--- config.mk ---
export PLATFORM = sky130hd
export DESIGN_NAME = wf_melody_sequencer_flat
export DESIGN_NICKNAME = d
export VERILOG_FILES = /design/src/rtl/wf_melody_sequencer_if.sv /design/src/rtl/wf_melody_sequencer.sv /design/src/flat_wrapper.sv
export SDC_FILE = /design/constraint.sdc
export NUM_CORES = 1
export LEC_CHECK = 0
export BUFFER_PORTS_ARGS = -buffer_cell sky130_fd_sc_hd__buf_4
export CORE_ASPECT_RATIO = 0.8
export CORE_MARGIN = 2
export CORE_UTILIZATION = 25
export DETAILED_ROUTE_END_ITERATION = 10
export GPL_ROUTABILITY_DRIVEN = 0
export MAX_ROUTING_LAYER = met4
export PLACE_DENSITY_LB_ADDON = 0.05
export SYNTH_ARGS = -nofsm -noshare
export SYNTH_HDL_FRONTEND = slang
export SYNTH_SLANG_ARGS = --single-unit
--- constraint.sdc ---
create_clock -name clk -period 3 [get_ports clk]
set_input_delay 0.3 -clock clk [delete_from_list [all_inputs] [get_ports clk]]
set_output_delay 0.3 -clock clk [all_outputs]
set_load 0.02 [all_outputs]
--- src/rtl/wf_melody_sequencer_if.sv ---
// Bus bundle for the melody sequencer: CPU song load,
// transport commands, beat tick and tone outputs.
interface wf_melody_sequencer_if #(
   parameter int ADDR_W = 5
);
   logic              tick;
   logic              cmd_play;
   logic              cmd_stop;
   logic              cmd_pause;
   logic              loop_en;
   logic              wr_en;
   logic [ADDR_W-1:0] wr_addr;
   logic [9:0]        wr_data;
   logic [15:0]       phase_inc;
   logic              note_active;
   logic              note_start;
   logic              busy;
   logic              paused;
   logic [ADDR_W-1:0] song_pos;
   logic              song_done;

   modport master (
      output tick, cmd_play, cmd_stop, cmd_pause,
      output loop_en, wr_en, wr_addr, wr_data,
      input  phase_inc, note_active, note_start,
      input  busy, paused, song_pos, song_done
   );

   modport slave (
      input  tick, cmd_play, cmd_stop, cmd_pause,
      input  loop_en, wr_en, wr_addr, wr_data,
      output phase_inc, note_active, note_start,
      output busy, paused, song_pos, song_done
   );
endinterface

--- src/rtl/wf_melody_sequencer.sv ---
// Song RAM note sequencer feeding the tone phase accumulator.
// Steps entries on the beat tick with octave, rest and gap.
module wf_melody_sequencer #(
   parameter int ADDR_W    = 5,
   parameter int GAP_TICKS = 1
) (
   input  logic clk,
   input  logic rst,
   wf_melody_sequencer_if.slave bus
);

   localparam logic [2:0] S_IDLE   = 3'd0;
   localparam logic [2:0] S_FETCH  = 3'd1;
   localparam logic [2:0] S_DECODE = 3'd2;
   localparam logic [2:0] S_PLAY   = 3'd3;
   localparam logic [2:0] S_GAP    = 3'd4;
   localparam logic [2:0] S_PAUSED = 3'd5;

   localparam logic [3:0] GAP_LD =
      4'(GAP_TICKS > 0 ? GAP_TICKS - 1 : 0);

   logic [9:0]        mem [2**ADDR_W];
   logic [9:0]        mem_q;

   logic [2:0]        state_q, state_d;
   logic [2:0]        saved_q, saved_d;
   logic [ADDR_W-1:0] pos_q, pos_d;
   logic [3:0]        dur_q, dur_d;
   logic [3:0]        gap_q, gap_d;
   logic [15:0]       inc_q, inc_d;
   logic              act_q, act_d;
   logic              start_q, start_d;
   logic              done_q, done_d;

   logic [1:0]        oct;
   logic [3:0]        note;
   logic [3:0]        dur;
   logic              rest;
   logic [15:0]       base;
   logic [15:0]       scaled;
   logic              in_pause;

   assign oct  = mem_q[9:8];
   assign note = mem_q[7:4];
   assign dur  = mem_q[3:0];
   assign rest = (note >= 4'd12);

   function automatic logic [15:0] tone(input logic [3:0] n);
      case (n)
         4'd0:    return 16'd356;
         4'd1:    return 16'd378;
         4'd2:    return 16'd401;
         4'd3:    return 16'd424;
         4'd4:    return 16'd450;
         4'd5:    return 16'd476;
         4'd6:    return 16'd505;
         4'd7:    return 16'd534;
         4'd8:    return 16'd566;
         4'd9:    return 16'd599;
         4'd10:   return 16'd635;
         4'd11:   return 16'd674;
         default: return 16'd0;
      endcase
   endfunction

   // Song RAM: CPU write port, read port sampled in FETCH only
   always_ff @(posedge clk) begin
      if (bus.wr_en)
         mem[bus.wr_addr] <= bus.wr_data;
      if (state_q == S_FETCH)
         mem_q <= mem[pos_q];
   end

   // Octave shift of the base tone
   always_comb begin
      base   = tone(note);
      scaled = base;
      unique case (1'b1)
         (oct == 2'b10): scaled = base << 1;
         (oct == 2'b11): scaled = base >> 1;
         default:        scaled = base;
      endcase
   end

   // Sequencer next-state: stop wins, then the state step,
   // then a pause request parks the step's successor
   always_comb begin
      state_d = state_q;
      saved_d = saved_q;
      pos_d   = pos_q;
      dur_d   = dur_q;
      gap_d   = gap_q;
      inc_d   = inc_q;
      act_d   = act_q;
      start_d = 1'b0;
      done_d  = 1'b0;
      if (bus.cmd_stop) begin
         state_d = S_IDLE;
         pos_d   = '0;
         inc_d   = '0;
         act_d   = 1'b0;
      end else begin
         case (state_q)
            S_IDLE: begin
               if (bus.cmd_play) begin
                  state_d = S_FETCH;
                  pos_d   = '0;
               end
            end
            S_FETCH: state_d = S_DECODE;
            S_DECODE: begin
               if (oct == 2'b01) begin
                  if (bus.loop_en && pos_q != '0) begin
                     pos_d   = '0;
                     state_d = S_FETCH;
                  end else begin
                     state_d = S_IDLE;
                     done_d  = 1'b1;
                     inc_d   = '0;
                     act_d   = 1'b0;
                  end
               end else begin
                  state_d = S_PLAY;
                  dur_d   = dur;
                  if (rest) begin
                     inc_d = '0;
                     act_d = 1'b0;
                  end else begin
                     inc_d   = scaled;
                     act_d   = 1'b1;
                     start_d = 1'b1;
                  end
               end
            end
            S_PLAY: begin
               if (bus.tick) begin
                  if (dur_q != 4'd0) begin
                     dur_d = dur_q - 4'd1;
                  end else if (GAP_TICKS > 0) begin
                     state_d = S_GAP;
                     gap_d   = GAP_LD;
                     inc_d   = '0;
                     act_d   = 1'b0;
                  end else begin
                     pos_d   = pos_q + 1'b1;
                     state_d = S_FETCH;
                  end
               end
            end
            S_GAP: begin
               if (bus.tick) begin
                  if (gap_q != 4'd0) begin
                     gap_d = gap_q - 4'd1;
                  end else begin
                     pos_d   = pos_q + 1'b1;
                     state_d = S_FETCH;
                  end
               end
            end
            S_PAUSED: begin
               if (bus.cmd_play || bus.cmd_pause)
                  state_d = saved_q;
            end
            default: state_d = S_IDLE;
         endcase
         if (bus.cmd_pause && !bus.cmd_play &&
             state_q inside {S_FETCH, S_DECODE,
                             S_PLAY, S_GAP} &&
             state_d != S_IDLE) begin
            saved_d = state_d;
            state_d = S_PAUSED;
         end
      end
   end

   // State and datapath registers
   always_ff @(posedge clk) begin
      if (rst) begin
         state_q <= S_IDLE;
         saved_q <= S_IDLE;
         pos_q   <= '0;
         dur_q   <= '0;
         gap_q   <= '0;
         inc_q   <= '0;
         act_q   <= 1'b0;
         start_q <= 1'b0;
         done_q  <= 1'b0;
      end else begin
         state_q <= state_d;
         saved_q <= saved_d;
         pos_q   <= pos_d;
         dur_q   <= dur_d;
         gap_q   <= gap_d;
         inc_q   <= inc_d;
         act_q   <= act_d;
         start_q <= start_d;
         done_q  <= done_d;
      end
   end

   assign in_pause        = (state_q == S_PAUSED);
   assign bus.phase_inc   = in_pause ? 16'd0 : inc_q;
   assign bus.note_active = act_q & ~in_pause;
   assign bus.note_start  = start_q & ~in_pause;
   assign bus.busy        = (state_q != S_IDLE);
   assign bus.paused      = in_pause;
   assign bus.song_pos    = pos_q;
   assign bus.song_done   = done_q;

endmodule

--- src/flat_wrapper.sv ---
// flat-port wrapper written by rule: the top's interface ports become plain ports
module wf_melody_sequencer_flat 
#(
   parameter int ADDR_W    = 5,
   parameter int GAP_TICKS = 1
)
  (clk, rst, bus_tick, bus_cmd_play, bus_cmd_stop, bus_cmd_pause, bus_loop_en, bus_wr_en, bus_wr_addr, bus_wr_data, bus_phase_inc, bus_note_active, bus_note_start, bus_busy, bus_paused, bus_song_pos, bus_song_done);
  wf_melody_sequencer_if #(.ADDR_W(ADDR_W)) bus_i ();
  input  logic clk;
  input  logic rst;
  input wire logic [$bits(bus_i.tick)-1:0] bus_tick;
  input wire logic [$bits(bus_i.cmd_play)-1:0] bus_cmd_play;
  input wire logic [$bits(bus_i.cmd_stop)-1:0] bus_cmd_stop;
  input wire logic [$bits(bus_i.cmd_pause)-1:0] bus_cmd_pause;
  input wire logic [$bits(bus_i.loop_en)-1:0] bus_loop_en;
  input wire logic [$bits(bus_i.wr_en)-1:0] bus_wr_en;
  input wire logic [$bits(bus_i.wr_addr)-1:0] bus_wr_addr;
  input wire logic [$bits(bus_i.wr_data)-1:0] bus_wr_data;
  output wire logic [$bits(bus_i.phase_inc)-1:0] bus_phase_inc;
  output wire logic [$bits(bus_i.note_active)-1:0] bus_note_active;
  output wire logic [$bits(bus_i.note_start)-1:0] bus_note_start;
  output wire logic [$bits(bus_i.busy)-1:0] bus_busy;
  output wire logic [$bits(bus_i.paused)-1:0] bus_paused;
  output wire logic [$bits(bus_i.song_pos)-1:0] bus_song_pos;
  output wire logic [$bits(bus_i.song_done)-1:0] bus_song_done;
  assign bus_i.tick = bus_tick;
  assign bus_i.cmd_play = bus_cmd_play;
  assign bus_i.cmd_stop = bus_cmd_stop;
  assign bus_i.cmd_pause = bus_cmd_pause;
  assign bus_i.loop_en = bus_loop_en;
  assign bus_i.wr_en = bus_wr_en;
  assign bus_i.wr_addr = bus_wr_addr;
  assign bus_i.wr_data = bus_wr_data;
  assign bus_phase_inc = bus_i.phase_inc;
  assign bus_note_active = bus_i.note_active;
  assign bus_note_start = bus_i.note_start;
  assign bus_busy = bus_i.busy;
  assign bus_paused = bus_i.paused;
  assign bus_song_pos = bus_i.song_pos;
  assign bus_song_done = bus_i.song_done;
  wf_melody_sequencer #(.ADDR_W(ADDR_W), .GAP_TICKS(GAP_TICKS)) u_core (.clk(clk), .rst(rst), .bus(bus_i));
endmodule
* Word level (Yosys, flattened, before mapping) *
Memory sizes are Yosys's and may differ from the RTL's. A register that Yosys moved wholly into a read port is not among the register bits.
Index checks and enable logic that the tools add are counted.

word-level totals
  RAM bits = 320
  flip-flop bits (word level) = 38
  memory bits (read-only) = 160
  memories kept = 2

memories
  name             depth  bits a word  rd ports  clocked after memory_dff  wr ports  line                       RTL
  u_core.mem       32     10           1         1                         1         wf_melody_sequencer.sv:22  logic [9:0] mem [2**ADDR_W];
  (no name shown)  16     10           1         0                         0         wf_melody_sequencer.sv:49  case (n)

cells by class
  reductions and logical operators = 25
  multiplexer cells = 43
  equality and inequality tests = 19
  order comparisons = 1
  $add $sub $neg = 3
  bitwise operators = 6

operators by type and width
  cell                   count
  $mux W16               6
  $pmux W16 S2           2
  $mux W4                7
  $mux W5                5
  $mux W3                8
  $pmux W3 S6            1
  $pmux W4 S2            2
  $pmux W5 S3            1
  $ne A2 B2 Y1 const B   6
  $reduce_and A6 Y1      2
  $reduce_bool A4 Y1     3
  $mux W1                9
  $reduce_bool A3 Y1     3
  $ne A2 B1 Y1 const B   4
  $reduce_or A4 Y1       2
  $sub A4 B1 Y4 const B  2
  $eq A3 B2 Y1 const B   2
  $eq A3 B3 Y1 const B   2
  $add A5 B1 Y5 const B  1
  $reduce_and A5 Y1      1
  $reduce_bool A5 Y1     1
  $eq A2 B2 Y1 const B   2
  $ge A4 B4 Y1 const B   1
  $logic_and A1 B1 Y1    4
  other kinds (15)       20

* Logic depth before layout (Yosys ltp) *
  depth in word-level cells = 9
  depth in mapped cells = 12
  mapped depth without buffers = 7

* Least setup slack after synthesis *
No wires, ideal clock.

  path kind = register to register
  start point = reg u_core.pos_q[0] (netlist: u_core.bus.song_pos[0])
  end point = reg u_core.pos_q[2] (netlist: u_core.bus.song_pos[2])
  data required time = 2.883 ns
  period minus slack after synthesis = 2.786 ns
  path buffers = 4
  arrival = 2.668 ns
  setup slack = 0.214 ns
  stages on the path, launching flop included = 12
  library setup time = 0.117 ns
  cells stage by stage = dfxtp_1 > buf_6 > buf_4 > buf_4 > buf_2 > inv_1 > ha_1 > or4b_4 > a31oi_1 > nor3_1 > o21ai_0 > a32o_1

between the ends
  cells in the longest elaborated chain, start to end = 4
  elaborated cells on any way between the ends = 8
  those cells by class = add/sub (1); eq/ne (1); mux (3); reduce/logical (3)

RTL lines
  what                                                        line                                                    RTL
  from (decl)                                                 wf_melody_sequencer.sv:27                               logic [ADDR_W-1:0] pos_q, pos_d;
  from (signal assigned)                                      wf_melody_sequencer.sv:191                              pos_q <= pos_d;
  $add A5 B1 Y5 / $reduce_bool A5 Y1 (equally long branches)  n/a
  $mux W5 / $logic_and A1 B1 Y1 (equally long branches)       wf_melody_sequencer.sv:152, wf_melody_sequencer.sv:113
  $mux W5 / $ne A2 B1 Y1 (equally long branches)              n/a
  $pmux W5 S3 / $reduce_and A6 Y1 (equally long branches)     n/a

Parallel ways exist; a longest one is shown, timed or not. The select of a mux whose other input is x is not followed.
A chain may end at the register's enable or synchronous reset.

==> flow_summary.yaml <==
global_routing:
  grt_pass1_wl_um: 65000
  grt.total_usage: 0.150
  grt_max_degree: 39
  overflow: 0
  antenna_found_initial: 1
  grt_pass1_vias: 8515
setup_path:
  cpMostUsedCell: "nor2_1"
  crit_path_start_kind: "flop"
  critPathArrivalTime_ns: 3.16
  critPathSlowestCell: "a211oi_1"
  required_ns: 3.29
  critPathMaxStageDelay_ns: 0.72
  crit_chain: "buf_12 > mux4_2 > mux2i_1 > nor2_1 > a211oi_1 > nor2_1"
  r2r_cells: 6
  critPathBufInv: 1
  cp.depth: 6
  endpoint_kind: "flop"
  path_class: "flop to flop"
  cp_max_fo: 16
  cp_top_family: "multiplexers"
yosys:
  synth_top_area_share: 0.657
  yosysTopAreaCell: "edfxtp_1"
  synth-simple-area-share: 0.0619
  synth_top_family_by_area: "multiplexers"
  synth_fa_ha_area_frac: 0.0108
  synth_xor_area_frac: 0
  ys_top_cells_by_area: "edfxtp_1 66%, mux4_2 10%, dfxtp_1 4.4%, mux2i_1 3.9%, nor2_1 2.0%"
  synth_edf_count: 330
  synthesis.area_um2: 15100
  synth_commonest_cells: "330 x edfxtp_1, 79 x nor2_1, 70 x mux4_2"
  synthMuxAreaShare: 0.146
  syn_inst: 879
  yosys_register_bits: 363
  avgSynthCellArea_um2: 17.1
  ys_async_sr_fraction: 0
  ys.warnings.count: 0
  synth_compound_area_frac: 0.0546
  yosysSeqAreaShare: 0.701
  synth_flop_cell: "edfxtp_1"
  yosysMostFrequentCell: "edfxtp_1"
  ys_types: 58
min_path:
  hold_class: "input pin to flop"
  holdPathStages: 2
detailed_routing:
  drc: 0
  wl_um: 44800
  drt-pass1-iter-count: 6
  routedWlPerCell_um: 24.8
  drtIter0Drc: 599
  viasPerCell: 4.57
  postRouteAntennaNets: 0
  num_vias: 8271
run_status:
  status: "completed"
timing:
  tns_ns: 0
  period_needed_ns: 2.87
  setup_ws_ns: 0.133
  slew_violations: 0
  worstMarginPinSlew_ns: 0.861
  slew-limit-headroom: 0.411
  fin_crit_sh: 0.956
  rsz0062_at_grt: "no"
  finalClockSkew_ns: 0.0164
  finalHoldViolations: 0
  setup_viol: 0
  fmax_mhz: 349
floorplan:
  die_y_um: 224
  core_area_um2: 59700
  start_util: 0.253
  io_pins: 49
  die_x_um: 279
  dieArea_um2: 62300
  rows: 80
clock_tree:
  cts-root-buf: "clkbuf_16"
  htreeDepth: 2
  cts_buffers: 42
  cts.sinks: 363
  tritoncts: "built"
  clock_latency_ns: 0.57
  clkSlewWorstSetupHoldPaths_ns: 0.06
  clockBufferDepth: 3
  post_cts_buffers: 0
  postCtsHoldBufs: 0
placement:
  portBuffers: 43
  place_area_um2: 16800
  place_ws_ns: 0.125
  dp_hpwl_um: 28400
layout:
  nNetsFinal: 1031
  syn_to_final_growth_pct: 20.7
  antenna_cells: 0
  drive_above_1_share: 0.273
  final_area_um2: 18200
flow_run:
  cap_violations: 0
pwr:
  leakagePower_nw: 5.79
  ir_drop_v: 0.000310
  powerDensity_nw_per_um2: 613
-- registers in the layout, indices dropped and copies added, names as in the netlist, 3 cells and up --
name                 flops
u_core.dur_q             4
u_core.inc_q            11
u_core.mem_q            10
u_core.mem             320
u_core.bus.song_pos      5
u_core.gap_q             4
u_core.saved_q           3
u_core.state_q           3
-- worst paths after layout --
| check | startpoint | endpoint | slack, ns |
|---|---|---|---|
| hold / removal | rst | u_core.dur_q[0] | 0.04 |
| hold reg to reg | u_core.inc_q[3] | u_core.inc_q[3] | 0.45 |
| setup reg to reg | u_core.bus.song_pos[0] | u_core.mem_q[7] | 0.13 |
| setup / recovery | u_core.bus.song_pos[0] | u_core.mem_q[7] | 0.13 |
-- per-layer routing --
| metal | track usage | routed length [um] | vias up |
|---|---|---|---|
| li1 | - | - | 3736 |
| met2 | 0.215 | 19200 | 146 |
| met4 | 0.0357 | 751 | 0 |
| met3 | 0.0274 | 1760 | 59 |
| met5 | - | 0 | - |
| met1 | 0.220 | 23000 | 4330 |
-- cells in the final DEF, fill, tap and decap left out, drive strengths merged, types with 9 or more instances in the layout --
cell type	instances
a2111oi	10
a211oi	9
a21oi	26
buf	121
clkbuf	56
clkinv	16
dfxtp	33
edfxtp	330
ha	13
inv	21
mux2i	58
mux4	70
nand2	16
nand3b	9
nor2	79
nor2b	19
o21ai	17
o22ai	13
-- kinds of logic (layout without fill, tap and decap cells) --
group / Yosys count / in the layout
adder cells (fa/ha/maj): 13 / 13
other: 1 / 5
AO/OA/AOI/OAI: 117 / 117
AND/OR/NAND/NOR: 180 / 180
buffers and inverters: 73 / 219
multiplexers: 132 / 132
flip-flops: 363 / 363
-- area by class of cell --
| type | instances | area, um2 |
|---|---|---|
| clock buffer | 56 | 1210 |
| clock inverter | 22 | 193 |
| fill | 5873 | 41500 |
| inverter | 20 | 75.1 |
| multi-input combinational | 447 | 4140 |
| sequential | 363 | 10600 |
| tap | 779 | 975 |
| timing repair buffer | 121 | 1020 |
-- metrics by stage --
stage                     utilization  instances  total power, W  hold slack, ns
after floorplan                     -        883         0.00584           0.379
after global placement          0.281       1730         0.00605           0.438
after detailed placement        0.281       1730         0.00605           0.445
after CTS                       0.305       1808          0.0113         0.00833
after global routing            0.305       1808          0.0115          0.0265
final                           0.305       1808          0.0111          0.0441
-- repair_timing --
item,in CTS,in global routing
hold endpoints to repair,0,0
resized for setup,0,1
endpoints found under the setup margin,0,1
-- power breakdown --
part	internal (W)	total [W]	switching (W)
logic	0.0000978	0.000328	0.000230
registers	0.00557	0.00560	0.0000265
clock network	0.00309	0.00522	0.00213
(Power assumes the default switching activity.)
